--- config.mk ---
export PLATFORM = sky130hd
export DESIGN_NAME = i2c_target_flat
export DESIGN_NICKNAME = d
export VERILOG_FILES = /design/src/rtl/i2c_target_pkg.sv /design/src/rtl/i2c_target_if.sv /design/src/rtl/i2c_bus_sync.sv /design/src/rtl/i2c_target.sv /design/src/flat_wrapper.sv
export SDC_FILE = /design/constraint.sdc
export NUM_CORES = 1
export LEC_CHECK = 0
export ABC_AREA = 0
export BUFFER_PORTS_ARGS = -buffer_cell sky130_fd_sc_hd__buf_2
export CAP_MARGIN = 25
export CORE_UTILIZATION = 45
export CTS_CLUSTER_SIZE = 14
export DETAILED_ROUTE_END_ITERATION = 8
export GPL_TIMING_DRIVEN = 0
export SLEW_MARGIN = 0
export SYNTH_ARGS = -nofsm -noshare
export SYNTH_HDL_FRONTEND = slang
export SYNTH_SLANG_ARGS = --single-unit
export TNS_END_PERCENT = 20
--- constraint.sdc ---
create_clock -name clock -period 3.2 [get_ports clock]
set_input_delay 0.16 -clock clock [delete_from_list [all_inputs] [get_ports clock]]
set_output_delay 0.16 -clock clock [all_outputs]
set_load 0.01 [all_outputs]
--- src/rtl/i2c_target_pkg.sv ---
// Shared definitions for the I2C target and its bus synchroniser.
//   - FSM state encoding
//   - default target address and SDA hold time
//   - hold-counter width, which matches the clock generator's counter width
//   - address compare helper
package i2c_target_pkg;

    localparam int          HOLD_W          = 21;
    localparam logic [6:0]  DEFAULT_ADDRESS = 7'h42;
    localparam logic [20:0] DEFAULT_HOLD    = 21'd10;

    typedef enum logic [2:0] {
        ST_IDLE      = 3'd0,
        ST_ADDR      = 3'd1,
        ST_ADDR_ACK  = 3'd2,
        ST_WRITE     = 3'd3,
        ST_WRITE_ACK = 3'd4,
        ST_READ      = 3'd5,
        ST_READ_ACK  = 3'd6,
        ST_IGNORE    = 3'd7
    } state_t;

    // The first byte after START carries the 7-bit address in [7:1] and R/W in [0].
    function automatic logic addr_match(input logic [7:0] addr_byte, input logic [6:0] addr);
        return addr_byte[7:1] == addr;
    endfunction

endpackage

--- src/rtl/i2c_target_if.sv ---
// Bundle of the I2C target's pad-side and fabric-side signals.
//   scl_in, sda_in : raw pad levels (asynchronous)
//   sda_oe         : 1 = pull SDA low, 0 = release (open drain)
//   rx_data/rx_valid : byte written by the controller, one-cycle valid pulse
//   tx_data/tx_load  : byte to return on a read, captured in the tx_load cycle
//   busy           : target addressed and transfer in progress
// The slave modport is the target; the master modport is the bus/fabric side.
interface i2c_target_if;
    logic       scl_in;
    logic       sda_in;
    logic       sda_oe;
    logic [7:0] rx_data;
    logic       rx_valid;
    logic [7:0] tx_data;
    logic       tx_load;
    logic       busy;

    modport slave (
        input  scl_in, sda_in, tx_data,
        output sda_oe, rx_data, rx_valid, tx_load, busy
    );

    modport master (
        output scl_in, sda_in, tx_data,
        input  sda_oe, rx_data, rx_valid, tx_load, busy
    );
endinterface

--- src/rtl/i2c_bus_sync.sv ---
// Synchronises raw SCL/SDA into the clock domain and derives bus event strobes.
// Ports:
//   clock, reset         : system clock, synchronous active-high reset
//   scl_in, sda_in       : raw pad levels
//   sda_lvl              : synchronised SDA level, aligned with the strobes
//   scl_rise, scl_fall   : single-cycle SCL edge strobes
//   start_det, stop_det  : single-cycle START / STOP strobes
// All strobes appear three clocks after the pad change.
module i2c_bus_sync (
    input  logic clock,
    input  logic reset,
    input  logic scl_in,
    input  logic sda_in,
    output logic sda_lvl,
    output logic scl_rise,
    output logic scl_fall,
    output logic start_det,
    output logic stop_det
);

    logic scl_p0, scl_p1, scl_p2;
    logic sda_p0, sda_p1, sda_p2;
    logic sda_rise_c, sda_fall_c;

    // SCL level before this edge is used, so an SDA fall arriving together
    // with an SCL fall still counts as START.
    assign sda_rise_c = sda_p1 & ~sda_p2;
    assign sda_fall_c = ~sda_p1 & sda_p2;
    assign sda_lvl    = sda_p2;

    always_ff @(posedge clock) begin
        if (reset) begin
            // Idle bus is high; resetting high avoids a spurious START.
            scl_p0    <= 1'b1;
            scl_p1    <= 1'b1;
            scl_p2    <= 1'b1;
            sda_p0    <= 1'b1;
            sda_p1    <= 1'b1;
            sda_p2    <= 1'b1;
            scl_rise  <= 1'b0;
            scl_fall  <= 1'b0;
            start_det <= 1'b0;
            stop_det  <= 1'b0;
        end else begin
            // p0/p1: two-flop synchroniser
            scl_p0    <= scl_in;
            scl_p1    <= scl_p0;
            sda_p0    <= sda_in;
            sda_p1    <= sda_p0;
            // p2: delayed copy for edge detection
            scl_p2    <= scl_p1;
            sda_p2    <= sda_p1;
            // strobe stage
            scl_rise  <= scl_p1 & ~scl_p2;
            scl_fall  <= ~scl_p1 & scl_p2;
            start_det <= sda_fall_c & scl_p2;
            stop_det  <= sda_rise_c & scl_p2;
        end
    end

endmodule

--- src/rtl/i2c_target.sv ---
// I2C target: matches a 7-bit address, ACKs it, receives written bytes and
// serialises fabric-supplied bytes on reads. SDA is only ever pulled low.
// Ports:
//   clock, reset : system clock, synchronous active-high reset
//   bus          : i2c_target_if.slave (pads, rx/tx fabric handshake, busy)
// Parameters:
//   ADDRESS  : 7-bit target address
//   SDA_HOLD : clocks after a detected SCL fall before sda_oe may change
module i2c_target
    import i2c_target_pkg::*;
#(
    parameter logic [6:0]        ADDRESS  = DEFAULT_ADDRESS,
    parameter logic [HOLD_W-1:0] SDA_HOLD = DEFAULT_HOLD
) (
    input  logic         clock,
    input  logic         reset,
    i2c_target_if.slave  bus
);

    logic sda_lvl, scl_rise, scl_fall, start_det, stop_det;

    i2c_bus_sync u_sync (
        .clock     (clock),
        .reset     (reset),
        .scl_in    (bus.scl_in),
        .sda_in    (bus.sda_in),
        .sda_lvl   (sda_lvl),
        .scl_rise  (scl_rise),
        .scl_fall  (scl_fall),
        .start_det (start_det),
        .stop_det  (stop_det)
    );

    // Hold timer: reloaded on every SCL fall, fires once when it expires.
    logic [HOLD_W-1:0] hold_cnt_q;
    logic              hold_act_q;
    logic              hold_fire;

    assign hold_fire = hold_act_q && (hold_cnt_q == '0);

    always_ff @(posedge clock) begin
        if (reset || start_det || stop_det) begin
            hold_act_q <= 1'b0;
            hold_cnt_q <= '0;
        end else if (scl_fall) begin
            hold_act_q <= 1'b1;
            hold_cnt_q <= SDA_HOLD;
        end else if (hold_act_q) begin
            if (hold_cnt_q == '0) hold_act_q <= 1'b0;
            else                  hold_cnt_q <= hold_cnt_q - HOLD_W'(1);
        end
    end

    state_t     state_q, state_d;
    logic [2:0] bit_cnt_q, bit_cnt_d;
    logic [7:0] shreg_q, shreg_d;
    logic [7:0] rx_data_q, rx_data_d;
    logic       sda_oe_q, sda_oe_d;
    logic       busy_q, busy_d;
    logic       rw_q, rw_d;
    logic       phase_q, phase_d;   // ACK states: 0 = not yet driving, 1 = ACK/ack-seen
    logic       rx_valid_q, rx_valid_d;
    logic       tx_load_c;
    logic [7:0] shift_in;

    assign shift_in = {shreg_q[6:0], sda_lvl};

    always_comb begin
        state_d    = state_q;
        bit_cnt_d  = bit_cnt_q;
        shreg_d    = shreg_q;
        rx_data_d  = rx_data_q;
        sda_oe_d   = sda_oe_q;
        busy_d     = busy_q;
        rw_d       = rw_q;
        phase_d    = phase_q;
        rx_valid_d = 1'b0;
        tx_load_c  = 1'b0;

        if (stop_det) begin
            state_d   = ST_IDLE;
            bit_cnt_d = 3'd0;
            sda_oe_d  = 1'b0;
            busy_d    = 1'b0;
            phase_d   = 1'b0;
        end else if (start_det) begin
            state_d   = ST_ADDR;
            bit_cnt_d = 3'd0;
            sda_oe_d  = 1'b0;
            busy_d    = 1'b0;
            phase_d   = 1'b0;
        end else begin
            case (state_q)
                ST_ADDR: if (scl_rise) begin
                    shreg_d   = shift_in;
                    bit_cnt_d = bit_cnt_q + 3'd1;
                    if (bit_cnt_q == 3'd7) begin
                        if (addr_match(shift_in, ADDRESS)) begin
                            state_d = ST_ADDR_ACK;
                            rw_d    = sda_lvl;
                            busy_d  = 1'b1;
                            phase_d = 1'b0;
                        end else begin
                            state_d = ST_IGNORE;
                        end
                    end
                end
                ST_ADDR_ACK: if (hold_fire) begin
                    if (!phase_q) begin
                        sda_oe_d = 1'b1;
                        phase_d  = 1'b1;
                    end else begin
                        phase_d   = 1'b0;
                        bit_cnt_d = 3'd0;
                        if (rw_q) begin
                            state_d   = ST_READ;
                            tx_load_c = 1'b1;
                            shreg_d   = bus.tx_data;
                            sda_oe_d  = ~bus.tx_data[7];
                        end else begin
                            state_d  = ST_WRITE;
                            sda_oe_d = 1'b0;
                        end
                    end
                end
                ST_WRITE: if (scl_rise) begin
                    shreg_d   = shift_in;
                    bit_cnt_d = bit_cnt_q + 3'd1;
                    if (bit_cnt_q == 3'd7) begin
                        rx_data_d  = shift_in;
                        rx_valid_d = 1'b1;
                        state_d    = ST_WRITE_ACK;
                        phase_d    = 1'b0;
                    end
                end
                ST_WRITE_ACK: if (hold_fire) begin
                    if (!phase_q) begin
                        sda_oe_d = 1'b1;
                        phase_d  = 1'b1;
                    end else begin
                        sda_oe_d  = 1'b0;
                        phase_d   = 1'b0;
                        bit_cnt_d = 3'd0;
                        state_d   = ST_WRITE;
                    end
                end
                ST_READ: if (hold_fire) begin
                    if (bit_cnt_q == 3'd7) begin
                        sda_oe_d  = 1'b0;
                        bit_cnt_d = 3'd0;
                        phase_d   = 1'b0;
                        state_d   = ST_READ_ACK;
                    end else begin
                        bit_cnt_d = bit_cnt_q + 3'd1;
                        shreg_d   = {shreg_q[6:0], 1'b0};
                        sda_oe_d  = ~shreg_q[6];
                    end
                end
                ST_READ_ACK: begin
                    if (scl_rise && !phase_q) begin
                        if (!sda_lvl) begin
                            // Controller ACK: fetch the next byte now, drive it after the fall.
                            tx_load_c = 1'b1;
                            shreg_d   = bus.tx_data;
                            phase_d   = 1'b1;
                        end else begin
                            state_d = ST_IGNORE;
                            busy_d  = 1'b0;
                        end
                    end else if (hold_fire && phase_q) begin
                        state_d   = ST_READ;
                        sda_oe_d  = ~shreg_q[7];
                        bit_cnt_d = 3'd0;
                        phase_d   = 1'b0;
                    end
                end
                default: sda_oe_d = 1'b0;   // IDLE, IGNORE
            endcase
        end
    end

    always_ff @(posedge clock) begin
        if (reset) begin
            state_q    <= ST_IDLE;
            bit_cnt_q  <= 3'd0;
            rx_data_q  <= 8'h00;
            sda_oe_q   <= 1'b0;
            busy_q     <= 1'b0;
            rw_q       <= 1'b0;
            phase_q    <= 1'b0;
            rx_valid_q <= 1'b0;
        end else begin
            state_q    <= state_d;
            bit_cnt_q  <= bit_cnt_d;
            rx_data_q  <= rx_data_d;
            sda_oe_q   <= sda_oe_d;
            busy_q     <= busy_d;
            rw_q       <= rw_d;
            phase_q    <= phase_d;
            rx_valid_q <= rx_valid_d;
        end
    end

    always_ff @(posedge clock) begin
        shreg_q <= shreg_d;
    end

    assign bus.sda_oe   = sda_oe_q;
    assign bus.rx_data  = rx_data_q;
    assign bus.rx_valid = rx_valid_q;
    assign bus.tx_load  = tx_load_c;
    assign bus.busy     = busy_q;

endmodule

--- src/flat_wrapper.sv ---
// flat-port wrapper written by rule: the top's interface ports become plain ports
module i2c_target_flat import i2c_target_pkg::*;
#(
    parameter logic [6:0]        ADDRESS  = DEFAULT_ADDRESS,
    parameter logic [HOLD_W-1:0] SDA_HOLD = DEFAULT_HOLD
)
  (clock, reset, bus_scl_in, bus_sda_in, bus_tx_data, bus_sda_oe, bus_rx_data, bus_rx_valid, bus_tx_load, bus_busy);
  i2c_target_if bus_i ();
  input  logic clock;
  input  logic reset;
  input wire logic [$bits(bus_i.scl_in)-1:0] bus_scl_in;
  input wire logic [$bits(bus_i.sda_in)-1:0] bus_sda_in;
  input wire logic [$bits(bus_i.tx_data)-1:0] bus_tx_data;
  output wire logic [$bits(bus_i.sda_oe)-1:0] bus_sda_oe;
  output wire logic [$bits(bus_i.rx_data)-1:0] bus_rx_data;
  output wire logic [$bits(bus_i.rx_valid)-1:0] bus_rx_valid;
  output wire logic [$bits(bus_i.tx_load)-1:0] bus_tx_load;
  output wire logic [$bits(bus_i.busy)-1:0] bus_busy;
  assign bus_i.scl_in = bus_scl_in;
  assign bus_i.sda_in = bus_sda_in;
  assign bus_i.tx_data = bus_tx_data;
  assign bus_sda_oe = bus_i.sda_oe;
  assign bus_rx_data = bus_i.rx_data;
  assign bus_rx_valid = bus_i.rx_valid;
  assign bus_tx_load = bus_i.tx_load;
  assign bus_busy = bus_i.busy;
  i2c_target #(.ADDRESS(ADDRESS), .SDA_HOLD(SDA_HOLD)) u_core (.clock(clock), .reset(reset), .bus(bus_i));
endmodule
==> flow_summary.ini <==
[drt]
vias = 2339
final_antenna_net_count = 0
drt_iter0_drc = 104
routed_wl_um = 6260
first_pass_iters = 4
drc_errors = 0
vias_per_cell = 5.48
wl_per_cell_um = 14.7

[power_and_ir_drop]
power.density_mw_per_mm2 = 639
power_w = 0.00210
p_leak_nw = 1.32
vdd_drop_max_uv = 373

[cells_and_area]
area_growth_pct = 14.6
mostFrequentLayoutCell = dfxtp_1
stdcell_count = 427
diodes = 0
fin_nets = 364
fill_cells = 588
final_cell_mix = 51 x dfxtp_1, 50 x nor2_1, 24 x buf_2
multi_input_area_mm2 = 0.00153
seq_area_mm2 = 0.00126
layout-drive-gt1-share_pct = 17.3

[sta]
final_hold_viol_count = 0
period_minus_slack_ps = 2910
slew_viol_final = 0
max_freq_ghz = 0.343
rsz0062_at_grt = no
setup_viol = 0
tns_ps = 0
max_slew_margin_pct = 32.0
fin_skew_ps = 6.81
fin_ws_ps = 288
worst_pin_slew_ps = 1010
holdWs_ps = 121
finalCritPeriodShare_pct = 91.0

[synth]
synth_edf_count = 8
syn-mean-instance-area_um2 = 9.25
syn_area_mm2 = 0.00288
yosysSeqAreaShare_pct = 43.8
ys_ff_latch = 59
syn-instance-count = 311
ys_async_sr_fraction_pct = 0
yosys_warnings = 0
synth_ff_type = dfxtp_1
syn_nets = 327
synthDistinctLibCells = 56

[floorplan]
start_util_pct = 47.7
fp.dieW_um = 82.0
fp.dieH_um = 82.0
core-area_mm2 = 0.00603
io_pins = 24
rows = 28
die_area_mm2 = 0.00672

[critical_path]
worstSetupPathType = reg -> out
critical_path_arrival_ps = 2750
endpoint_kind = output port
critical_path.startpoint_type = flip-flop
crit_required_ps = 3040
crit_fanout = 8

[clock_tree]
clock_path_buffers = 2
h-tree-depth = 3
numCtsBuffers = 9
cts_tree = done
clkSinkCount = 59
root_buffer = clkbuf_8
path_clk_slew_ps = 70
clk_latency_ps = 340

[placement]
portBuffers = 23
placed_cells = 410
preCtsSetupSlack_ps = 473
place_hpwl_um = 4370
globalplace.congestion = 0.863

[global_route]
grt_max_degree = 11
antenna_found_initial = 0
track_usage_pct = 20.6
grt_pass1_vias = 2177
grt.overflow.total = 0
grt_pass1_wl_um = 10200

[outcome]
outcome = finished clean

[min_path]
hp-class = in -> reg

[run]
maxCapViolCount = 0
==> critical path, stage by stage, from the launching register on <==
cell and delay, ps:
dfxtp_1 330, or2_2 320, nor4_1 530, and4b_1 330, buf_6 150, nand4b_1 90
a2111oi_1 460, buf_2 210
==> area by class of cell <==
type / count / share of cell area [%]
clock inverters: 3 / 1.21
well taps: 75 / 2.85
plain buffers: 15 / 1.94
multi-input cells: 232 / 46.5
flip-flops and latches: 59 / 38.3
inverters: 5 / 0.569
clock buffers: 12 / 4.40
repair buffers: 26 / 4.25
==> metrics by stage <==
step	utilization (%)	cell area, µm²
final	54.7	3300
after global routing	54.7	3300
after CTS	54.7	3300
after detailed placement	51.3	3090
after global placement	51.2	3090
after floorplan	-	2880
==> where the power goes <==
part / leakage, nW / internal, W / total, W / switching (W)
Clock: 0.0962 / 0.000374 / 0.000653 / 0.000279
Sequential: 0.486 / 0.000830 / 0.000877 / 0.0000478
Combinational: 0.736 / 0.000235 / 0.000574 / 0.000340
Total: 1.32 / 0.00144 / 0.00210 / 0.000666
==> registers in the layout, summed over array words and instances, names as in the netlist, 3 cells and up <==
register            cells
u_core.bit_cnt_q        3
u_core.bus.rx_data      8
u_core.hold_cnt_q      21
u_core.shreg_q          8
u_core.state_q          3
==> logic make-up after synthesis <==
group	synth area share, %
fa+ha+maj	1.74
buf+inv	2.87
simple gates	27.0
xor+xnor	5.18
compound gates	10.7
flops	43.8
mux	8.66
==> routing by layer <==
layer	track usage, %	share of wire, %
met4	10.2	2.1
met2	31.7	44
met1	26.8	48
met3	5.00	5.6
met5	0	0
==> timing repair <==
action | CTS | global route
hold buffers | 2 | 0
buffers inserted | 0 | 0
endpoints found under the hold margin | 2 | 0
gates resized for setup | 0 | 0
==> synthesized netlist by cell type, drive strengths merged (10+ instances only) <==
library cell / instances / area share, %
o21ai: 11 / 2.3
nand3: 11 / 1.9
dfxtp: 51 / 35
clkbuf: 14 / 1.8
or2: 10 / 2.2
nand2: 15 / 2.0
mux2i: 17 / 5.9
nor2: 50 / 6.5
xor2: 16 / 4.9
==> final timing paths <==
kind                                             from              endpoint  slack, ps  cells after the start
worst max-delay path            u_core.hold_cnt_q[15]           bus_tx_load        290                      7
worst min-delay path                   bus_tx_data[2]     u_core.shreg_q[2]        120                      2
worst max register to register  u_core.hold_cnt_q[15]     u_core.shreg_q[7]        430                      7
worst min register to register   u_core.u_sync.scl_p0  u_core.u_sync.scl_p1        410                      1
Power figures use the tool's default switching activity.
